==> config.mk <==
export PLATFORM = sky130hd
export DESIGN_NAME = psk_baseband_tx
export DESIGN_NICKNAME = d
export VERILOG_FILES = /design/src/rtl/psk_tx_pkg.sv /design/src/rtl/psk_symbol_interp.sv /design/src/rtl/psk_baseband_tx.sv
export SDC_FILE = /design/constraint.sdc
export NUM_CORES = 1
export LEC_CHECK = 0
export BUFFER_PORTS_ARGS = -buffer_cell sky130_fd_sc_hd__buf_2
export CAP_MARGIN = 20
export CORE_MARGIN = 2
export CORE_UTILIZATION = 58
export DETAILED_ROUTE_END_ITERATION = 6
export GPL_TIMING_DRIVEN = 0
export PLACE_DENSITY = 0.78
export SKIP_CTS_REPAIR_TIMING = 1
export SYNTH_ARGS = -nofsm -noshare
export SYNTH_HDL_FRONTEND = slang
export SYNTH_HIERARCHICAL = 1
export SYNTH_SLANG_ARGS = --single-unit
==> constraint.sdc <==
create_clock -name clk_32M768 -period 6.54 [get_ports clk_32M768]
set_input_delay 0 -clock clk_32M768 [delete_from_list [all_inputs] [get_ports clk_32M768]]
set_output_delay 0 -clock clk_32M768 [all_outputs]
set_load 0.005 [all_outputs]
==> src/rtl/psk_tx_pkg.sv <==
// psk_tx_pkg: shared state encoding and bit-to-symbol mapping for the PSK transmitter.
package psk_tx_pkg;
  typedef enum logic [1:0] {ST_IDLE, ST_PREAMBLE, ST_DATA, ST_TAIL} state_t;
  localparam logic BIT_POS = 1'b0;
  function automatic logic signed [15:0] map_bit(input logic b, input logic signed [15:0] amp);
    return (b == BIT_POS) ? amp : -amp;
  endfunction
endpackage

==> src/rtl/psk_symbol_interp.sv <==
// psk_symbol_interp: linear ramp from prev to cur, evaluated at the current phase.
module psk_symbol_interp #(
  parameter int LOG2_SPS = 5
) (
  input  logic signed [15:0]    i_prev,
  input  logic signed [15:0]    i_cur,
  input  logic [LOG2_SPS-1:0]   i_phase,
  output logic signed [15:0]    o_sample
);
  localparam int W = LOG2_SPS + 19;
  logic signed [17:0] w_diff;
  assign w_diff = {{2{i_cur[15]}}, i_cur} - {{2{i_prev[15]}}, i_prev};
  // product is kept wide enough for any phase; |result| never exceeds AMP
  assign o_sample = i_prev + 16'((W'(w_diff) * W'($signed({1'b0, i_phase}))) >>> LOG2_SPS);
endmodule

==> src/rtl/psk_baseband_tx.sv <==
// psk_baseband_tx: framed BPSK/QPSK symbol mapper emitting linearly interpolated I/Q samples.
module psk_baseband_tx
  import psk_tx_pkg::*;
#(
  parameter int SPS           = 32,
  parameter int LOG2_SPS      = 5,
  parameter int PREAMBLE_SYMS = 32,
  parameter int AMP           = 8192
) (
  input  logic        clk_32M768,
  input  logic        rst_32M768,
  input  logic        is_bpsk,
  input  logic        start,
  input  logic [1:0]  bit_tdata,
  input  logic        bit_tvalid,
  output logic        bit_tready,
  input  logic        bit_tlast,
  output logic [15:0] I_tdata,
  output logic        I_tvalid,
  output logic [15:0] Q_tdata,
  output logic        Q_tvalid,
  output logic        sym_strobe,
  output logic        busy,
  output logic        underrun
);
  localparam int CW = $clog2(PREAMBLE_SYMS + 1);
  localparam logic signed [15:0] AMP_S = 16'(AMP);
  state_t r_state, w_state;
  logic [LOG2_SPS-1:0] r_phase, w_phase;
  logic signed [15:0] r_prev_i, r_cur_i, r_prev_q, r_cur_q;
  logic signed [15:0] w_prev_i, w_cur_i, w_prev_q, w_cur_q;
  logic signed [15:0] w_di, w_dq, w_si, w_sq, r_i, r_q;
  logic [CW-1:0] r_cnt, w_cnt;
  logic r_bpsk, w_bpsk, r_last, w_last, w_under, w_bnd, w_load;
  logic r_valid, r_strobe, r_under;
  assign w_bnd  = (r_state != ST_IDLE) && (r_phase == LOG2_SPS'(SPS - 1));
  // a data symbol is fetched at the boundary ending the last preamble symbol or any non-final data symbol
  assign w_load = w_bnd && ((r_state == ST_PREAMBLE && r_cnt == CW'(PREAMBLE_SYMS)) ||
                            (r_state == ST_DATA && !r_last));
  assign w_di   = map_bit(r_bpsk ? bit_tdata[0] : bit_tdata[1], AMP_S);
  assign w_dq   = r_bpsk ? '0 : map_bit(bit_tdata[0], AMP_S);
  always_comb begin
    w_state  = r_state;
    w_phase  = r_phase;
    w_prev_i = r_prev_i;
    w_cur_i  = r_cur_i;
    w_prev_q = r_prev_q;
    w_cur_q  = r_cur_q;
    w_bpsk   = r_bpsk;
    w_cnt    = r_cnt;
    w_last   = r_last;
    w_under  = 1'b0;
    if (r_state == ST_IDLE) begin
      if (start) begin
        w_state  = ST_PREAMBLE;
        w_bpsk   = is_bpsk;
        w_prev_i = '0;
        w_prev_q = '0;
        w_cur_i  = AMP_S;
        w_cur_q  = is_bpsk ? '0 : AMP_S;
        w_cnt    = CW'(1);
        w_last   = 1'b0;
      end
    end else begin
      w_phase = r_phase + 1'b1;
      if (w_bnd) begin
        w_prev_i = r_cur_i;
        w_prev_q = r_cur_q;
        if (w_load) begin
          w_state = ST_DATA;
          w_cur_i = bit_tvalid ? w_di : '0;
          w_cur_q = bit_tvalid ? w_dq : '0;
          w_last  = bit_tvalid & bit_tlast;
          w_under = ~bit_tvalid;
        end else if (r_state == ST_PREAMBLE) begin
          w_cur_i = -r_cur_i;
          w_cur_q = -r_cur_q;
          w_cnt   = r_cnt + 1'b1;
        end else if (r_state == ST_DATA) begin
          w_state = ST_TAIL;
          w_cur_i = '0;
          w_cur_q = '0;
        end else begin
          w_state = ST_IDLE;
        end
      end
    end
  end
  psk_symbol_interp #(.LOG2_SPS(LOG2_SPS)) u_interp_i (
    .i_prev(r_prev_i), .i_cur(r_cur_i), .i_phase(r_phase), .o_sample(w_si)
  );
  psk_symbol_interp #(.LOG2_SPS(LOG2_SPS)) u_interp_q (
    .i_prev(r_prev_q), .i_cur(r_cur_q), .i_phase(r_phase), .o_sample(w_sq)
  );
  always_ff @(posedge clk_32M768) begin
    if (rst_32M768) begin
      r_state  <= ST_IDLE;
      r_phase  <= '0;
      r_prev_i <= '0;
      r_cur_i  <= '0;
      r_prev_q <= '0;
      r_cur_q  <= '0;
      r_bpsk   <= 1'b0;
      r_cnt    <= '0;
      r_last   <= 1'b0;
      r_i      <= '0;
      r_q      <= '0;
      r_valid  <= 1'b0;
      r_strobe <= 1'b0;
      r_under  <= 1'b0;
    end else begin
      r_state  <= w_state;
      r_phase  <= w_phase;
      r_prev_i <= w_prev_i;
      r_cur_i  <= w_cur_i;
      r_prev_q <= w_prev_q;
      r_cur_q  <= w_cur_q;
      r_bpsk   <= w_bpsk;
      r_cnt    <= w_cnt;
      r_last   <= w_last;
      r_i      <= w_si;
      r_q      <= w_sq;
      r_valid  <= r_state != ST_IDLE;
      r_strobe <= w_bnd;
      r_under  <= w_under;
    end
  end
  assign bit_tready = w_load;
  assign busy       = r_state != ST_IDLE;
  assign I_tdata    = r_i;
  assign Q_tdata    = r_q;
  assign I_tvalid   = r_valid;
  assign Q_tvalid   = r_valid;
  assign sym_strobe = r_strobe;
  assign underrun   = r_under;
endmodule

## Yosys cells after proc, flatten, opt, wreduce, memory -nomap -nowiden

Cells that the tools add are included.

- Bits in registers: 114
- Input port bits: 8
- Output and inout bits: 38
- Logic and storage cells: 92

- Add/sub/neg operators: 8
- Multiply operators: 2
- Equality and inequality tests: 7
- Muxes and demuxes: 38
- Bitwise gates (word level): 4
- Reduce and logical (&&, ||, !) cells: 19

Operators with widths:

| cell | number |
|---|---|
| 2-to-1 mux 16 bit | 21 |
| multiplier 17 x 6 -> 21 bit | 2 |
| subtractor 16 x 16 -> 17 bit | 2 |
| adder 16 bit | 2 |
| negation 16 bit | 2 |
| 2-to-1 mux 6 bit | 5 |
| 2-to-1 mux 14 bit | 1 |
| 2-to-1 mux 2 bit | 6 |
| AND reduction 3 bit | 3 |
| nonzero test 2 bit | 4 |
| adder 6 x 1 -> 6 bit (second input constant) | 1 |
| equality test 6 bit (second input constant) | 1 |
| adder 5 x 1 -> 5 bit (second input constant) | 1 |
| equality test 5 bit (second input constant) | 1 |
| 2-to-1 mux 1 bit | 5 |
| logical AND 1 bit | 4 |
| AND reduction 2 bit | 2 |
| AND reduction 4 bit | 1 |
| nonzero test 4 bit | 1 |
| OR reduction 4 bit | 1 |
| != test 3 bit (second input constant) | 1 |
| inverter 1 bit | 3 |
| equality test 2 x 1 -> 1 bit (second input constant) | 1 |
| equality test 2 bit (second input constant) | 1 |
| 6 further kinds | 6 |

## Depth between registers and ports, before layout

- Depth in word-level cells: 7
- Mapped depth: 36
- Depth with buffers taken out: 36

## Modules after synthesis

The synthesis kept the hierarchy.

Modules (own cells, without submodules):

| module | instances | cells each | area each (um^2) | seq. area each (um^2) |
|---|---|---|---|---|
| psk_baseband_tx | 1 | 450 | 4474.3 | 2222.1 |
| psk_symbol_interp (u_interp_i) | 1 | 553 | 4302.9 | 0.0 |
| psk_symbol_interp (u_interp_q) | 1 | 524 | 4119.0 | 0.0 |

## Worst setup path after synthesis

OpenSTA, ideal clock, no wires.

- Kind: register -> register
- From: register r_prev_i[0]
- To: register r_i[15] (netlist: I_tdata[15])
- Setup time: 0.128 ns
- Data arrival time: 7.098 ns
- Data required time: 6.412 ns
- Setup slack: -0.686 ns
- Stages on the path, launching flop included: 31
- Path buffers: 0
- Clock period less this slack: 7.226 ns
- Cell sequence: dfxtp_1 -> ha_1 -> fa_1 -> nor2b_1 -> o31a_1 -> o21ai_0 -> a21boi_0 -> o21ai_0 -> a21boi_0 -> nor3_1 -> fa_1 -> fa_1 -> inv_1 -> fa_1 -> inv_1 -> ha_1 -> and3_1 -> a211o_2 -> a21o_1 -> a21o_1 -> a2111o_1 -> o2111ai_1 -> ha_1 -> o21ai_0 -> o31ai_1 -> a21oi_1 -> o211ai_1 -> o21a_1 -> nor2_1 -> xnor3_1 -> nor2b_1

- Cells in the longest elaborated chain, start to end: 3

RTL lines:

| what | line | text |
|---|---|---|
| from (decl) | psk_baseband_tx.sv:30 | `logic signed [15:0] r_prev_i, r_cur_i, r_prev_q, r_cur_q;` |
| from (signal assigned) | psk_baseband_tx.sv:114 | `r_prev_i <= w_prev_i;` |
| subtractor 16 x 16 -> 17 bit | psk_symbol_interp.sv:12 | `assign w_diff = {{2{i_cur[15]}}, i_cur} - {{2{i_prev[15]}}, i_prev};` |
| multiplier 17 x 6 -> 21 bit | psk_symbol_interp.sv:14 | `assign o_sample = i_prev + 16'((W'(w_diff) * W'($signed({1'b0, i_phase}))) >>> LOG2_SPS);` |
| adder 16 bit (*) | psk_symbol_interp.sv:14 |  |
| net w_si[15] | psk_baseband_tx.sv:32 | `logic signed [15:0] w_di, w_dq, w_si, w_sq, r_i, r_q;` |
| to (signal assigned) | psk_baseband_tx.sv:121 | `r_i <= w_si;` |
| to (decl) | psk_baseband_tx.sv:32 |  |

Mark *: on every way through the listed nets, which the timed path passes. The rest lies on a longest branch.
A chain may end at the register's enable or synchronous reset.

==> results.toml <==
[placement]
gp_congestion = 0.935
dpl.hpwl_um = 24500
dpl_cell_area_um2 = 13700
port-buffer-count = 45

[synthesis]
synth_common_cells = "244 x inv_1, 142 x ha_1, 111 x dfxtp_1, 100 x fa_1, 91 x nor2_1"
yosys-top-cells-area = "dfxtp_1 17%, fa_1 16%, ha_1 14%, inv_1 7.1%, xnor2_1 3.8%"
yosys_register_bits = 111
ys_types = 102
synth_edf_count = 0
ys_seq_area_share_pct = 17.2
postSynth.asyncResetShare_pct = 0
synth_cells = 1527
synth_top_area_share_pct = 17.2
syn_avg_cell_area_um2 = 8.45
synth.largest_area_cell = "dfxtp_1"
yosysWarnings = 6
synth.most_common_cell = "inv_1"
syn_area_um2 = 12900
ys.flop_type = "dfxtp_1"

[setup_path]
critPathKind = "flop to flop"
slowest_delay_ns = 0.49
cp.buffers_inverters = 5
start_kind = "flop"
critPathSlowestCell = "fa_1"
path_max_fanout = 5
cp_top_family = "adder cells"
cp-end-kind = "flop"
cp_data_required_time_ns = 6.83
critPathArrivalTime_ns = 7.42

[floorplanning]
initial_core_util_pct = 59.1
coreArea_um2 = 21800
io-pin-count = 46
die_x_um = 153
rows = 54
die_h_um = 153
die_area_um2 = 23400

[cts]
htreeDepth = 3
cts_sinks = 111
numCtsBuffers = 9
cts_root_buf = "clkbuf_16"
cts_tree = "done"
cts_buffer_depth = 2
clk-insertion-delay-late_ns = 0.37
cts.clk_slew.worst_paths_ns = 0.09

[sta]
setup_viol_count_final = 11
maxSlewViolCount = 0
finalWorstSetupSlack_ns = -0.589
finClkSkew_ns = 0.0166
rsz0062_at_grt = "true"
finalHoldViolCount = 0
layout_min_cycle_time_ns = 7.13
worst_pin_slew_ns = 0.836
period_share_pct = 109
slew_headroom_pct = 44.2
max_freq_mhz = 140

[global_route]
antenna_found_initial = 0
gr-total-overflow = 0
grt_use_total_pct = 26.6
grt_max_degree = 24
grt_pass1_vias = 10400
grt_pass1_wl_um = 50900

[route]
wire_per_inst_um = 17.2
drcViolationCount = 0
vias_per_cell = 5.88
drt-initial-drc-count = 809
drtAntennaViolNets = 0
vias = 11400
dr.pass1.iters = 5
drt_wl_total_um = 33200

[layout]
post-route-util_pct = 70.4
antenna_cells = 0
area_growth_pct = 19.2
nFillCells = 1647
fin_area_um2 = 15400
fin_nets = 1897
layout-drive-gt1-share_pct = 20.6

[pwr]
power.leakage_nw = 7.23
p_total_mw = 1.48
power.density_nw_per_um2 = 96.0
ir_drop_mv = 0.125

[outcome]
outcome = "finished, violations left"
violations = "setup timing"

[min_path]
holdCritPathClass = "input port to flop"

[run]
cap_violations = 0
-- cell type report --
type	instances	area (µm²)	area share, %
Clock inverter	7	93.8	0.611
Inverter	245	920	5.98
Tap cell	280	350	2.28
Multi-Input combinational cell	1131	10600	69.1
Buffer	41	195	1.27
Timing Repair Buffer	108	713	4.64
Clock buffer	9	225	1.47
Sequential cell	111	2260	14.7
-- registers in the layout (all words and copies together), names as in the netlist --
| name | cells |
|---|---|
| underrun | 1 |
| r_last | 1 |
| r_prev_i | 16 |
| r_bpsk | 1 |
| r_cnt | 6 |
| r_cur_i | 15 |
| r_cur_q | 15 |
| r_prev_q | 15 |
| I_tvalid | 1 |
| sym_strobe | 1 |
| r_phase | 5 |
| Q_tdata | 16 |
| I_tdata | 16 |
| r_state | 2 |
-- path summary, 6_finish.rpt --
kind | start | end | cells after the start | slack (ns)
setup reg to reg | r_prev_i[0] | Q_tdata[15] | 33 | -0.59
setup / recovery | r_prev_i[0] | Q_tdata[15] | 33 | -0.59
hold reg to reg | r_last | r_last | 2 | 0.48
hold / removal | bit_tvalid | r_cur_i[14] | 3 | 0.02
-- per-stage QoR --
step                      setup slack, ns  hold slack [ns]  setup TNS, ns  instances
after floorplan                   -0.0389            0.144        -0.0389       1528
after global placement             -0.977            0.255          -6.55       1853
after CTS                           -1.21           -0.122          -9.07       1870
after global routing               -0.765           0.0233          -6.59       1932
after detailed placement            -1.20            0.264          -9.13       1854
final                              -0.589           0.0240          -3.34       1932
-- worst register-to-register path: cells and delay by family, from the launching register on --
family          cells  cell delay [ns]
xor+xnor            3             0.70
buf+inv             5             0.57
compound gates     13             2.13
fa+ha+maj           7             2.56
flops               1             0.36
simple gates        5             0.72
-- logic make-up after synthesis --
logic type | count (synthesis) | synth area share (%)
mux | 14 | 1.11
other cells | 1 | 0.0291
compound gates | 313 | 17.7
buf+inv | 286 | 8.64
xor+xnor | 80 | 5.54
flops | 111 | 17.2
simple gates | 480 | 20.4
fa+ha+maj | 242 | 29.3
-- layer usage --
layer | routed length [µm] | track usage, %
met5 | 0 | 0
met4 | 776 | 6.79
met3 | 1770 | 2.78
met2 | 16100 | 44.4
met1 | 14600 | 37.0
-- layout by cell type (no fill, tap or decap), types with 9 or more instances in the layout --
cell and instances:
nor2b_1 36, fa_1 98, a21oi_4 10, clkbuf_16 9, dfxtp_2 10, xnor2_1 45, a22o_1 28, ha_4 18
ha_1 117, a21o_1 17, o21ai_2 9, a21oi_1 61, or3_1 21, o21ai_0 21, mux2i_1 11, xor2_1 17
buf_2 55, nand2b_1 15, nor2_1 84, nand2_1 77, nor3_1 51, xnor2_2 10, a311oi_1 9, a21oi_2 15
a31oi_1 10, o211ai_1 18, inv_1 237, buf_4 59, o21a_1 16, dfxtp_1 95, and2_1 75, nand3_1 21
clkbuf_1 27
-- where the power goes --
part	switching, mW	internal [mW]
Clock	0.317	0.280
Combinational	0.115	0.0710
Sequential	0.0123	0.680
Total	0.444	1.03
Power figures use the tool's default switching activity.
